==> config.mk <==
export PLATFORM = sky130hd
export DESIGN_NAME = dsp_seq_divider
export DESIGN_NICKNAME = d
export VERILOG_FILES = /design/src/rtl/dsp_seq_divider.sv
export SDC_FILE = /design/constraint.sdc
export NUM_CORES = 1
export LEC_CHECK = 0
export BUFFER_PORTS_ARGS = -buffer_cell sky130_fd_sc_hd__buf_2
export CAP_MARGIN = 20
export CORE_ASPECT_RATIO = 0.8
export CORE_MARGIN = 1
export CORE_UTILIZATION = 50
export CTS_CLUSTER_SIZE = 40
export DETAILED_ROUTE_END_ITERATION = 8
export HOLD_SLACK_MARGIN = 0.15
export PLACE_DENSITY = 0.81
export SLEW_MARGIN = 20
export SYNTH_ARGS = -nofsm -noshare
export SYNTH_HDL_FRONTEND = slang
export SYNTH_SLANG_ARGS = --single-unit
export TNS_END_PERCENT = 30
==> constraint.sdc <==
create_clock -name clk -period 3.8 [get_ports clk]
set_input_delay 0.19 -clock clk [delete_from_list [all_inputs] [get_ports clk]]
set_output_delay 0.19 -clock clk [all_outputs]
set_load 0.05 [all_outputs]
==> src/rtl/dsp_seq_divider.sv <==
// Radix-2 restoring divider (one quotient bit per cycle, MSB first) with valid/ready handshakes on input and output.
// Define DSP_DIV_SIGNED_EN to get two's-complement operands: the operands are converted to magnitudes and the result is re-signed.
module dsp_seq_divider #(
   parameter int NW = 48,
   parameter int DW = 18
) (
   input  logic          clk,
   input  logic          rst_n,
   input  logic          in_valid,
   output logic          in_ready,
   input  logic [NW-1:0] N,
   input  logic [DW-1:0] D,
   output logic          out_valid,
   input  logic          out_ready,
   output logic [NW-1:0] Q,
   output logic [DW-1:0] R,
   output logic          div_by_zero
);

   localparam int CW = (NW > 1) ? $clog2(NW) : 1;

   typedef enum logic [1:0] {IDLE, CALC, DONE} state_t;

   state_t        state, state_nxt;
   logic [NW-1:0] nq;        // dividend bits shift out at the top, quotient bits shift in at the bottom
   logic [DW:0]   rem;
   logic [DW-1:0] dvs;
   logic [CW-1:0] cnt;
   logic          neg_q, neg_r;

   logic          accept;
   logic          n_neg, d_neg;
   logic [NW-1:0] n_mag;
   logic [DW-1:0] d_mag;
   logic [DW:0]   rem_sh, trial, rem_nxt;
   logic          qbit;
   logic [NW-1:0] nq_nxt, q_res;
   logic [DW-1:0] r_res;

`ifdef DSP_DIV_SIGNED_EN
   assign n_neg = N[NW-1];
   assign d_neg = D[DW-1];
   assign n_mag = n_neg ? -N : N;
   assign d_mag = d_neg ? -D : D;
   assign q_res = neg_q ? -nq_nxt : nq_nxt;
   assign r_res = neg_r ? -rem_nxt[DW-1:0] : rem_nxt[DW-1:0];
`else
   assign n_neg = 1'b0;
   assign d_neg = 1'b0;
   assign n_mag = N;
   assign d_mag = D;
   assign q_res = nq_nxt;
   assign r_res = rem_nxt[DW-1:0];
`endif

   assign accept = in_valid && in_ready;

   // The partial remainder stays below the divisor, so bit DW of trial is a clean borrow flag.
   assign rem_sh  = {rem[DW-1:0], nq[NW-1]};
   assign trial   = rem_sh - {1'b0, dvs};
   assign qbit    = ~trial[DW];
   assign rem_nxt = qbit ? trial : rem_sh;
   assign nq_nxt  = {nq[NW-2:0], qbit};

   always_ff @(posedge clk or negedge rst_n) begin
      if (!rst_n) begin
         state <= IDLE;
      end else begin
         state <= state_nxt;
      end
   end

   always_comb begin
      state_nxt = state;
      in_ready  = 1'b0;
      out_valid = 1'b0;
      case (state)
         IDLE: begin
            in_ready = rst_n;
            if (in_valid && rst_n) begin
               state_nxt = (D == '0) ? DONE : CALC;
            end
         end
         CALC: begin
            if (cnt == '0) begin
               state_nxt = DONE;
            end
         end
         DONE: begin
            out_valid = 1'b1;
            if (out_ready) begin
               state_nxt = IDLE;
            end
         end
         default: state_nxt = IDLE;
      endcase
   end

   always_ff @(posedge clk or negedge rst_n) begin
      if (!rst_n) begin
         nq          <= '0;
         rem         <= '0;
         dvs         <= '0;
         cnt         <= '0;
         neg_q       <= 1'b0;
         neg_r       <= 1'b0;
         Q           <= '0;
         R           <= '0;
         div_by_zero <= 1'b0;
      end else begin
         case (state)
            IDLE: begin
               if (accept) begin
                  if (D == '0) begin
                     Q           <= '1;
                     R           <= N[DW-1:0];
                     div_by_zero <= 1'b1;
                  end else begin
                     nq    <= n_mag;
                     dvs   <= d_mag;
                     rem   <= '0;
                     cnt   <= CW'(NW - 1);
                     neg_q <= n_neg ^ d_neg;
                     neg_r <= n_neg;
                  end
               end
            end
            CALC: begin
               nq  <= nq_nxt;
               rem <= rem_nxt;
               cnt <= cnt - 1'b1;
               if (cnt == '0) begin
                  Q           <= q_res;
                  R           <= r_res;
                  div_by_zero <= 1'b0;
               end
            end
            default: ;
         endcase
      end
   end

endmodule

==> results of run 1 <==
## cell type report
type	instances	area, um^2
Clock buffer	19	453
Clock inverter	13	178
Fill cell	1284	5580
Inverter	29	109
Multi-Input combinational cell	663	3750
Sequential cell	159	3980
Tap cell	215	269
Timing Repair Buffer	218	1480
## power by group through the flow
stage | sequential [uW] | combinational [uW] | clock, uW
2_1_floorplan | 3740 | 3600 | 0
3_3_place_gp | 3050 | 5450 | 0
3_5_place_dp | 3070 | 5570 | 0
4_1_cts | 3060 | 5690 | 1830
5_1_grt | 3160 | 6290 | 1890
6_report | 3080 | 5750 | 1810
## per-layer routing
layer / global-route usage (%) / up-vias
li1: - / 3521
met1: 37.8 / 3572
met2: 43.1 / 279
met3: 5.62 / 37
met4: 9.54 / 0
met5: 0 / -
## logic make-up (layout without fill, tap and decap cells)
| group | after synthesis | count (layout) | share of synthesized area [%] |
|---|---|---|---|
| AND/OR/NAND/NOR | 423 | 423 | 22.6 |
| adder cells (fa/ha/maj) | 21 | 21 | 3.34 |
| multiplexers | 27 | 27 | 3.65 |
| XOR/XNOR | 14 | 14 | 1.52 |
| flip-flops | 159 | 159 | 49.2 |
| AO/OA/AOI/OAI | 178 | 178 | 14.9 |
| buffers and inverters | 84 | 279 | 4.75 |
## worst min path at each step
stage	from	end	slack, ns	cells after the start
after global placement	rst_n	dvs[8]	0.03	1
final	in_valid	cnt[4]	0.23	4
after CTS	in_valid	cnt[4]	0.22	4
after detailed placement	rst_n	dvs[8]	0.03	1
after floorplan	rst_n	Q[0]	-0.11	0
after global routing	in_valid	cnt[4]	0.24	4
## metrics by stage
step	hold WS (ns)	utilization, %
6_report	0.227	64.7
5_1_grt	0.242	64.7
4_1_cts	0.216	64.5
3_5_place_dp	0.0275	56.2
3_3_place_gp	0.0298	56.2
2_1_floorplan	-0.106	-
## critical path: stages (launching register included)
cell      delay (ns)
dfrtp_1         0.38
inv_1           0.07
ha_1            0.23
fa_1            0.40
nand2b_1        0.20
a21oi_1         0.43
o211a_1         0.29
nor4_4          0.08
nor3_1          0.70
nand3_1         0.21
a31oi_1         0.21
## placed cells by master, fill, tap and decap left out, types with 9 or more instances in the layout
master,count
a21o_1,12
a21oi_1,38
a31oi_1,51
buf_2,137
buf_4,10
clkbuf_16,17
dfrtp_1,159
dlygate4sd3_1,69
ha_1,20
inv_1,29
mux2_2,19
nand2_1,145
nand3_1,13
nand4_1,9
nor2_1,169
nor3_1,49
o21ai_0,16
xnor2_1,9
## timing repair
action / 4_1_cts / 5_1_grt
endpoints found under the hold margin: 137 / 0
hold buffers: 69 / 0
setup endpoints to repair: 0 / 0
## state kept, by name (all words and copies together) (netlist names)
signal,count
rem,18
state,2
dvs,18
R,18
nq,48
Q,48
cnt,6
div_by_zero,1
## synth_stat cells, types with 2 or more instances
| master | n | share of area [%] |
|---|---|---|
| nor2_1 | 170 | 7.9 |
| dfrtp_1 | 159 | 49 |
| nand2_1 | 145 | 6.7 |
| a31oi_1 | 51 | 3.9 |
| nor3_1 | 49 | 3.0 |
| a21oi_1 | 38 | 2.4 |
| clkbuf_1 | 32 | 1.5 |
| inv_1 | 29 | 1.3 |
| ha_1 | 20 | 3.1 |
| mux2_2 | 19 | 2.6 |
| o21ai_0 | 16 | 0.99 |
| buf_2 | 13 | 0.80 |
| nand3_1 | 13 | 0.80 |
| a21o_1 | 12 | 1.1 |
| nand4_1 | 9 | 0.70 |
| xnor2_1 | 9 | 0.97 |
| buf_6 | 7 | 0.97 |
| mux2i_1 | 7 | 0.87 |
| nand2b_1 | 6 | 0.46 |
| a22oi_1 | 5 | 0.46 |
| o22ai_1 | 5 | 0.39 |
| or3_1 | 5 | 0.39 |
| xor2_1 | 5 | 0.54 |
| o2111ai_1 | 4 | 0.43 |
| o211ai_1 | 4 | 0.37 |
| or4_1 | 4 | 0.37 |
| a211oi_1 | 3 | 0.28 |
| a22o_1 | 3 | 0.32 |
| a2bb2oi_1 | 3 | 0.32 |
| buf_1 | 3 | 0.14 |
| nor4_1 | 3 | 0.23 |
| o22a_2 | 3 | 0.37 |
| o31ai_1 | 3 | 0.28 |
| or2_2 | 3 | 0.23 |
| a31oi_2 | 2 | 0.31 |
| a41oi_1 | 2 | 0.22 |
| and2_1 | 2 | 0.15 |
| and3_1 | 2 | 0.15 |
| o211a_1 | 2 | 0.25 |
| o21a_1 | 2 | 0.19 |
| o221ai_1 | 2 | 0.22 |
| o22a_1 | 2 | 0.22 |
| o32a_1 | 2 | 0.25 |
| or3_2 | 2 | 0.19 |
==> Implementation_results.wiki, run 1 <==
{| class="wikitable"
! Metric !! Value
|-
| Vias in the first global route || 6994
|-
| Number of antenna violations at the first check in global routing || 0
|-
| Final worst path period share || 85.9%
|-
| Post-synthesis cell type count || 70
|-
| Terminus of the critical flop-to-flop path || R[2]
|-
| Remaining global-route overflow || 0
|-
| Effective utilization at floorplan || 51.2%
|-
| Maximum vdd ir drop || 504 uV
|-
| Clk pwr share || 17.0%
|-
| Via density per instance || 5.63
|-
| Register clock-pin slew on the reported worst setup and hold paths || 0.06 ns
|-
| FFs w/ async S/R, synth || 100%
|-
| RR Startpoint || nq[47]
|-
| Length in cells of the worst reg-to-reg path || 10
|-
| Cell at the root of the clock tree || clkbuf_16
|-
| Register area share after synthesis || 49.2%
|-
| Most used flip-flop cell after synthesis || dfrtp_1
|-
| CP endpoint || R[2]
|-
| Pin count of the biggest net entering global routing || 101
|-
| Number of buffers on the longest clock path || 2
|-
| WL met3 || 1.49 mm
|-
| Final Hold Vio Count || 0
|-
| Setup violations, final || 0
|-
| Number of standard-cell rows in the floorplan || 41
|-
| Leak Pwr || 0.00487 uW
|-
| Run status || complete, no violations
|-
| Number of max-capacitance violations reported || 0
|-
| Last weighted congestion value of the routability-driven placer || 0.858
|-
| Total routed wirelength || 22.1 mm
|-
| Part of the total power dissipated in combinational logic || 54.0%
|-
| Fin crit period || 3.26 ns
|-
| Total design power || 10600 uW
|-
| Total Routing Usage GR || 27.4%
|-
| Clock latency of the later-clocked register in the worst-skew pair || 0.43 ns
|-
| Worst slew slack as a fraction of its limit || 32.4%
|-
| P&R area growth vs syn || 26.3%
|-
| Data required time of the critical path || 4.15 ns
|-
| Kind of capture point of the worst setup path || flop
|-
| Area inside the core boundary || 15800 um^2
|-
| Net switching fraction of the power || 47.5%
|-
| # nets final || 1179
|-
| Hold WC Path Type || input pin to flop
|-
| Synthesized area per cell || 8.93 um^2
|-
| Fin. max-slew vios || 0
|-
| Max Clk Rate || 0.306 GHz
|-
| Met2 routed WL || 10.4 mm
|-
| Number of placed instances, taps included || 1214
|-
| Slack of the worst reg-to-reg path || 0.54 ns
|-
| Number of buffers added by the clock tree synthesis step || 17
|-
| Setup WS post-layout || 0.537 ns
|-
| Die height || 116 um
|-
| Switching Power || 5060 uW
|-
| Transition time at the pin with the least slew margin || 1.01 ns
|-
| Number of synthesized flops with an enable pin || 0
|-
| Wire per inst || 16.8 um
|-
| Critical path startpoint category || flop
|-
| Final setup TNS || 0 ns
|-
| Count of pins on the block boundary || 139
|-
| First-pass GRT wire length || 35.2 mm
|-
| Post-synthesis register bit count || 159
|-
| Area of placed instances || 8880 um^2
|-
| Horizontal die dimension || 144 um
|-
| Part of the power in registers || 29.0%
|-
| Ratio of cells with drive above 1 in the final layout || 20.3%
|-
| Die footprint || 16700 um^2
|-
| Count of warnings emitted by yosys || 0
|-
| Post-Synthesis Net Count || 997
|-
| Detailed-placement wirelength estimate || 13.9 mm
|-
| DRC violation total after the first TritonRoute iteration || 700
|-
| Clock tree sinks || 159
|-
| Antenna Cells || 0
|-
| Count of unresolved DRC violations after routing || 0
|-
| TritonCTS clock tree || done
|-
| Gate count of the mapped netlist || 906
|-
| Layout Skew || 0.00794 ns
|-
| Top layer reached by signal wires || met4
|-
| Total power density per cell area || 1040 nW/um^2
|-
| Port Buf Inserts || 138
|-
| Setup repair after global routing missed its margin || no
|-
| Antenna violation net count after detailed routing || 0
|-
| Arr. time, crit path || 3.62 ns
|-
| Worst Setup SP || nq[47]
|-
| Post-CTS Setup Inserts || 0
|-
| Worst-case setup slack after placement || 0.645 ns
|-
| Detailed-route via count || 7409
|-
| Number of standard cells in the layout, taps in and fillers out || 1316
|-
| Total standard cell area after synthesis || 8090 um^2
|-
| CP Max Fanout || 6
|-
| Resized cells post-CTS || 0
|-
| Internal || 5590 uW
|-
| H-Tree Level Count || 4
|-
| Met1 routed wirelength after detailed routing || 9.74 mm
|-
| Detailed-routing iteration count for the pre-antenna-repair pass || 5
|-
| Final Instance Area || 10200 um^2
|-
| WS Path Type || flop to flop
|}
No activity file was read; power rests on OpenSTA's default activity.
==> run 2, diff against run 1 <==
Settings changed: GPL_TIMING_DRIVEN from default to 0.
==> run 2 against run 1 <==
Setup slack worse by 0.0017 ns. Final area up 1.4%. First-iteration DRC count rose by 29%. Sequential power barely moved. Worst hold slack improved by 0.023 ns. Non-clock buffer count rose by 44. Critical path type unchanged. Largest power group unchanged. Die area unchanged. Global-route usage grew 1.8 points. Routed wire length up 5.5%. Cell count up 3.4%. Via count increased by 4.5%. Largest cell class unchanged. Maximum frequency is essentially flat.
==> Implementation_results.wiki, run 2 (same netlist as run 1, synthesis figures left out) <==
{| class="wikitable"
! Metric !! Value
|-
| Run status || complete, no violations (unchanged)
|-
| Fin. max-slew vios || 0 (unchanged)
|-
| Detailed-route via count || 7744 (was 7409)
|-
| Total design power || 10700 uW (was 10600 uW)
|-
| Area of placed instances || 9090 um^2 (was 8880 um^2)
|-
| Most common library cell in the layout ignoring fill and taps || nor2_1 (unchanged)
|-
| Final Hold Vio Count || 0 (unchanged)
|-
| Worst slew slack as a fraction of its limit || 44.5% (was 32.4%)
|-
| WL met3 || 1.95 mm (was 1.49 mm)
|-
| Layout Skew || 0.0132 ns (was 0.00794 ns)
|-
| RR Startpoint || nq[47] (unchanged)
|-
| Met2 routed WL || 10.6 mm (was 10.4 mm)
|-
| Final Instance Area || 10400 um^2 (was 10200 um^2)
|-
| Setup violations, final || 0 (unchanged)
|-
| Count of unresolved DRC violations after routing || 0 (unchanged)
|-
| Count of pins on the block boundary || 139 (unchanged)
|-
| Number of antenna violations at the first check in global routing || 0 (unchanged)
|-
| Last weighted congestion value of the routability-driven placer || 0.922 (was 0.858)
|-
| Detailed-placement wirelength estimate || 16.0 mm (was 13.9 mm)
|-
| TritonCTS clock tree || done (unchanged)
|-
| Largest registers || Q x48, nq x48 (unchanged)
|-
| Ratio of cells with drive above 1 in the final layout || 20.2% (was 20.3%)
|-
| Transition time at the pin with the least slew margin || 0.827 ns (was 1.01 ns)
|-
| Clock latency of the later-clocked register in the worst-skew pair || 0.44 ns (was 0.43 ns)
|-
| Number of buffers added by the clock tree synthesis step || 17 (unchanged)
|-
| Hold WC Path Type || input pin to flop (unchanged)
|-
| Maximum vdd ir drop || 461 uV (was 504 uV)
|-
| Worst Setup SP || nq[47] (unchanged)
|-
| Vias in the first global route || 7303 (was 6994)
|-
| Worst hold margin || 0.251 ns (was 0.227 ns)
|-
| Commonest cells after routing, fill and taps aside || 170 x nor2_1, 159 x dfrtp_1, 150 x buf_2 (was 169 x nor2_1, 159 x dfrtp_1, 145 x nand2_1)
|-
| Detailed-routing iteration count for the pre-antenna-repair pass || 6 (was 5)
|-
| Remaining global-route overflow || 0 (unchanged)
|-
| Register clock-pin slew on the reported worst setup and hold paths || 0.07 ns (was 0.06 ns)
|-
| Antenna violation net count after detailed routing || 0 (unchanged)
|-
| Clock tree sinks || 159 (unchanged)
|-
| Port Buf Inserts || 138 (unchanged)
|-
| Pin count of the biggest net entering global routing || 92 (was 101)
|-
| Number of max-capacitance violations reported || 0 (unchanged)
|-
| Effective utilization at floorplan || 51.2% (unchanged)
|-
| Total power density per cell area || 1030 nW/um^2 (was 1040 nW/um^2)
|-
| Register area || 3980 um^2 (unchanged)
|-
| Horizontal die dimension || 144 um (unchanged)
|-
| Area of combinational cells with multiple inputs || 3730 um^2 (was 3750 um^2)
|-
| WS Path Type || flop to flop (unchanged)
|-
| Number of buffers on the longest clock path || 2 (unchanged)
|-
| Area inside the core boundary || 15800 um^2 (unchanged)
|-
| Max Clk Rate || 0.306 GHz (about the same)
|-
| Fin crit period || 3.26 ns (about the same)
|-
| Via density per instance || 5.69 (was 5.63)
|-
| Die height || 116 um (unchanged)
|-
| Top layer reached by signal wires || met4 (unchanged)
|-
| CP Max Fanout || 9 (was 6)
|-
| Met1 routed wirelength after detailed routing || 10.3 mm (was 9.74 mm)
|-
| DRC violation total after the first TritonRoute iteration || 902 (was 700)
|-
| Filler Cells Inserted || 1280 (was 1284)
|-
| Worst hold start || in_valid (unchanged)
|-
| Die footprint || 16700 um^2 (unchanged)
|-
| Wire per inst || 17.1 um (was 16.8 um)
|-
| Critical path startpoint category || flop (unchanged)
|-
| Final worst path period share || 85.9% (about the same)
|-
| P&R area growth vs syn || 28.1% (was 26.3%)
|-
| # nets final || 1223 (was 1179)
|-
| First-pass GRT wire length || 37.1 mm (was 35.2 mm)
|-
| Total Routing Usage GR || 29.1% (was 27.4%)
|-
| Data required time of the critical path || 4.12 ns (was 4.15 ns)
|-
| Arr. time, crit path || 3.58 ns (was 3.62 ns)
|-
| Share of the core filled with cells in the final layout || 65.6% (was 64.7%)
|-
| Total routed wirelength || 23.3 mm (was 22.1 mm)
|-
| Cell at the root of the clock tree || clkbuf_16 (unchanged)
|-
| Setup repair after global routing missed its margin || no (unchanged)
|-
| Resized cells post-CTS || 0 (unchanged)
|-
| H-Tree Level Count || 4 (unchanged)
|-
| Kind of capture point of the worst setup path || flop (unchanged)
|-
| Number of standard-cell rows in the floorplan || 41 (unchanged)
|-
| Leak Pwr || 0.00493 uW (was 0.00487 uW)
|}
-- run 2: changes by cell type in the layout (fill, tap and decap cells not counted), sizes merged --
cell,change
clkbuf,+30
buf,+13
inv,+5
bufinv,-3
clkinv,+2
clkinvlp,-2
diode,+1
dlygate4sd3,-1
-- run 2: worst paths after layout --
path                            cells after the start  slack (ns)       to
worst max-delay path                               10        0.54    R[14]
worst min-delay path                                4        0.25   cnt[4]
worst max register to register                     10        0.54    R[14]
worst min register to register                      1        0.50   dvs[4]
max in group asynchronous                           3        2.69  rem[14]
min in group asynchronous                           2        0.29    Q[41]
-- run 2: critical path: stages (launching register included) --
cell and delay (ns):
dfrtp_1 0.39, inv_1 0.08, ha_1 0.23, fa_1 0.39, nand2b_1 0.20, a21oi_1 0.42
o211ai_1 0.22, a31oi_2 0.34, nor2_4 0.15, mux2_1 0.38, a221o_1 0.35
-- run 2: power by group --
group	switching [uW]	internal, uW	total [uW]
clock network	821	881	1700
logic	3910	2060	5970
registers	564	2480	3050
-- run 2: final cells by class --
class                           count  area share, %
Sequential cell                   159           38.4
Multi-Input combinational cell    663           36.0
Timing Repair Buffer              207           13.6
Clock buffer                       17           4.11
Antenna cell                        1         0.0241
Clock inverter                     15           1.61
Buffer                             55           2.66
Tap cell                          215           2.60
Inverter                           29           1.05
-- run 2: through the flow --
stage / std cells / worst slack, ns / setup TNS (ns)
2_1_floorplan: 906 / 1.02 / 0
3_3_place_gp: 1259 / -1.35 / -155.92
5_1_grt: 1360 / 0.362 / 0
6_report: 1361 / 0.536 / 0
4_1_cts: 1360 / 0.595 / 0
3_5_place_dp: 1260 / 0.628 / 0
-- run 2: per-layer routing --
layer  GRT usage, %  vias up
li1               -     3601
met4           9.82        0
met1           41.6     3730
met2           44.4      360
met3           5.99       53
met5              0        -
-- run 2: repair_timing --
action | CTS | global route
hold endpoints to repair | 148 | 0
setup buffers | 0 | 0
hold buffers | 68 | 0
==> run 3, diff against run 2 <==
Settings changed: CELL_PAD_IN_SITES_DETAIL_PLACEMENT from default to 0, CELL_PAD_IN_SITES_GLOBAL_PLACEMENT from default to 1, CORE_UTILIZATION 50 to 43, PLACE_DENSITY 0.81 to 0.9.
==> run 3 against run 2 <==
First-iteration DRC count decreased by 28%. Via count decreased by 2.3%. Critical path type unchanged. Sequential share of layout area decreased by 0.29 points. Clock skew decreased by 0.0050 ns. Die area increased by 16%. Maximum frequency decreased by 3.1%. Routed wire length increased by 1.1%. Cell count increased by 2.7%. Largest cell class unchanged. Clock power increased by 8%. Combinational power decreased by 0.8%.
==> Implementation_results.wiki, run 3 (same netlist as run 1, synthesis figures left out) <==
{| class="wikitable"
! Metric !! Value
|-
| Run status || complete, no violations (unchanged)
|-
| Total Routing Usage GR || 25.4% (was 29.1%)
|-
| CP Max Fanout || 6 (was 9)
|-
| Fin. max-slew vios || 0 (unchanged)
|-
| Antenna Cells || 0 (was 1)
|-
| Register clock-pin slew on the reported worst setup and hold paths || 0.06 ns (was 0.07 ns)
|-
| Leak Pwr || 0.00494 uW (was 0.00493 uW)
|-
| Remaining global-route overflow || 0 (unchanged)
|-
| Switching Power || 5200 uW (was 5300 uW)
|-
| Ratio of cells with drive above 1 in the final layout || 20.2% (unchanged)
|-
| Number of buffers on the longest clock path || 2 (unchanged)
|-
| Port Buf Inserts || 138 (unchanged)
|-
| Number of buffers inserted for hold repair after clock tree synthesis || 68 (unchanged)
|-
| Antenna violation net count after detailed routing || 0 (unchanged)
|-
| Hold WC Path Type || input pin to flop (unchanged)
|-
| Commonest cells after routing, fill and taps aside || 170 x nor2_1, 159 x dfrtp_1, 150 x buf_2 (unchanged)
|-
| Number of stages on the worst hold path || 4 (unchanged)
|-
| Worst slew slack as a fraction of its limit || 38.5% (was 44.5%)
|-
| Cell at the root of the clock tree || clkbuf_16 (unchanged)
|-
| Setup repair after global routing missed its margin || no (unchanged)
|-
| Fin crit period || 3.37 ns (was 3.26 ns)
|-
| Total design power || 10800 uW (was 10700 uW)
|-
| Arr. time, crit path || 3.71 ns (was 3.58 ns)
|-
| Via density per instance || 5.41 (was 5.69)
|-
| Number of max-capacitance violations reported || 0 (unchanged)
|-
| Detailed-routing iteration count for the pre-antenna-repair pass || 5 (was 6)
|-
| Clk pwr share || 17.0% (was 15.9%)
|-
| Number of buffers added by the clock tree synthesis step || 17 (unchanged)
|-
| CP endpoint || R[2] (was R[14])
|-
| Detailed-placement wirelength estimate || 16.7 mm (was 16.0 mm)
|-
| Detailed-route via count || 7563 (was 7744)
|-
| Horizontal die dimension || 155 um (was 144 um)
|-
| Internal || 5600 uW (was 5420 uW)
|-
| Final Hold Vio Count || 0 (unchanged)
|-
| Clock tree sinks || 159 (unchanged)
|-
| Count of pins on the block boundary || 139 (unchanged)
|-
| TritonCTS clock tree || done (unchanged)
|-
| Part of the total power dissipated in combinational logic || 54.9% (was 55.7%)
|-
| Critical path startpoint category || flop (unchanged)
|-
| RR Startpoint || nq[47] (unchanged)
|-
| Transition time at the pin with the least slew margin || 0.915 ns (was 0.827 ns)
|-
| Part of the power in registers || 28.2% (was 28.4%)
|-
| Die height || 125 um (was 116 um)
|-
| Worst Setup SP || nq[47] (unchanged)
|-
| Layout Skew || 0.00824 ns (was 0.0132 ns)
|-
| # nets final || 1223 (unchanged)
|-
| Net switching fraction of the power || 48.1% (was 49.4%)
|-
| Data required time of the critical path || 4.14 ns (was 4.12 ns)
|-
| Slack of the worst reg-to-reg path || 0.43 ns (was 0.54 ns)
|-
| Pin count of the biggest net entering global routing || 89 (was 92)
|-
| Number of antenna violations at the first check in global routing || 0 (unchanged)
|-
| Die footprint || 19400 um^2 (was 16700 um^2)
|-
| Most common library cell in the layout ignoring fill and taps || nor2_1 (unchanged)
|-
| Terminus of the critical flop-to-flop path || R[2] (was R[14])
|-
| Final worst path period share || 88.6% (was 85.9%)
|-
| Vias in the first global route || 7364 (was 7303)
|-
| DRC violation total after the first TritonRoute iteration || 649 (was 902)
|-
| Kind of capture point of the worst setup path || flop (unchanged)
|-
| Post-CTS Setup Inserts || 0 (unchanged)
|-
| P&R area growth vs syn || 29.1% (was 28.1%)
|-
| H-Tree Level Count || 4 (unchanged)
|-
| Last weighted congestion value of the routability-driven placer || 0.848 (was 0.922)
|-
| Setup violations, final || 0 (unchanged)
|-
| Largest registers || Q x48, nq x48 (unchanged)
|-
| Total power density per cell area || 1030 nW/um^2 (about the same)
|-
| Wire per inst || 16.9 um (was 17.1 um)
|-
| WS Path Type || flop to flop (unchanged)
|-
| First-pass GRT wire length || 38.3 mm (was 37.1 mm)
|-
| Final setup TNS || 0 ns (unchanged)
|-
| Maximum vdd ir drop || 400 uV (was 461 uV)
|-
| Area inside the core boundary || 18300 um^2 (was 15800 um^2)
|-
| Total routed wirelength || 23.6 mm (was 23.3 mm)
|-
| Count of unresolved DRC violations after routing || 0 (unchanged)
|-
| Length in cells of the worst reg-to-reg path || 10 (unchanged)
|-
| Max Clk Rate || 0.297 GHz (was 0.306 GHz)
|-
| Clock latency of the later-clocked register in the worst-skew pair || 0.43 ns (was 0.44 ns)
|-
| Resized cells post-CTS || 0 (unchanged)
|-
| Number of standard-cell rows in the floorplan || 44 (was 41)
|-
| Share of the core filled with cells in the final layout || 57.1% (was 65.6%)
|-
| Effective utilization at floorplan || 44.3% (was 51.2%)
|}
## run 3: stage by stage
| stage | hold WS (ns) | area, um^2 | worst slack [ns] | cells |
|---|---|---|---|---|
| finish | 0.253 | 10400 | 0.432 | 1398 |
| global placement | 0.392 | 9100 | -1.47 | 1297 |
| global route | 0.283 | 10400 | 0.157 | 1398 |
| CTS | 0.231 | 10400 | 0.460 | 1398 |
| detailed placement | 0.255 | 9140 | 0.508 | 1298 |
| floorplan | -0.106 | 8090 | 1.02 | 906 |
## run 3: worst min path at each step
| stage | startpoint | slack (ns) | to |
|---|---|---|---|
| detailed placement | rst_n | 0.25 | dvs[15] |
| global route | in_valid | 0.28 | cnt[4] |
| CTS | in_valid | 0.23 | cnt[4] |
| floorplan | rst_n | -0.11 | Q[0] |
| finish | in_valid | 0.25 | cnt[4] |
| global placement | out_ready | 0.39 | state[1] |
## run 3: metal layers
layer  wire [um]  GRT usage [%]  vias to the layer above
met5           0              0                        -
met3        1630           4.59                       40
met4         472           8.07                        0
met2       10200           37.4                      267
met1       11300           37.7                     3652
li1            -              -                     3604
## run 3: cell type report
type / count / area, um^2
Multi-Input combinational cell: 663 / 3730
Clock buffer: 17 / 425
Tap cell: 253 / 317
Timing Repair Buffer: 207 / 1410
Fill cell: 1716 / 7840
Buffer: 55 / 275
Inverter: 29 / 109
Clock inverter: 15 / 200
Sequential cell: 159 / 3980
## run 3: worst max-delay path: stages (launching register included)
cell	delay, ns
dfrtp_1	0.39
inv_1	0.08
ha_1	0.23
fa_1	0.38
nand2b_1	0.19
a21oi_1	0.44
o211a_1	0.29
nor4_4	0.08
nor3_1	0.72
nand3_1	0.24
a31oi_1	0.25
## run 3: power groups by stage
stage | Sequential (uW) | Clock (uW) | Combinational [uW]
after floorplan | 3740 | 0 | 3600
after global placement | 3040 | 0 | 5660
after detailed placement | 3050 | 0 | 5770
after CTS | 3030 | 1850 | 5870
after global routing | 3130 | 1930 | 6520
final | 3040 | 1830 | 5920
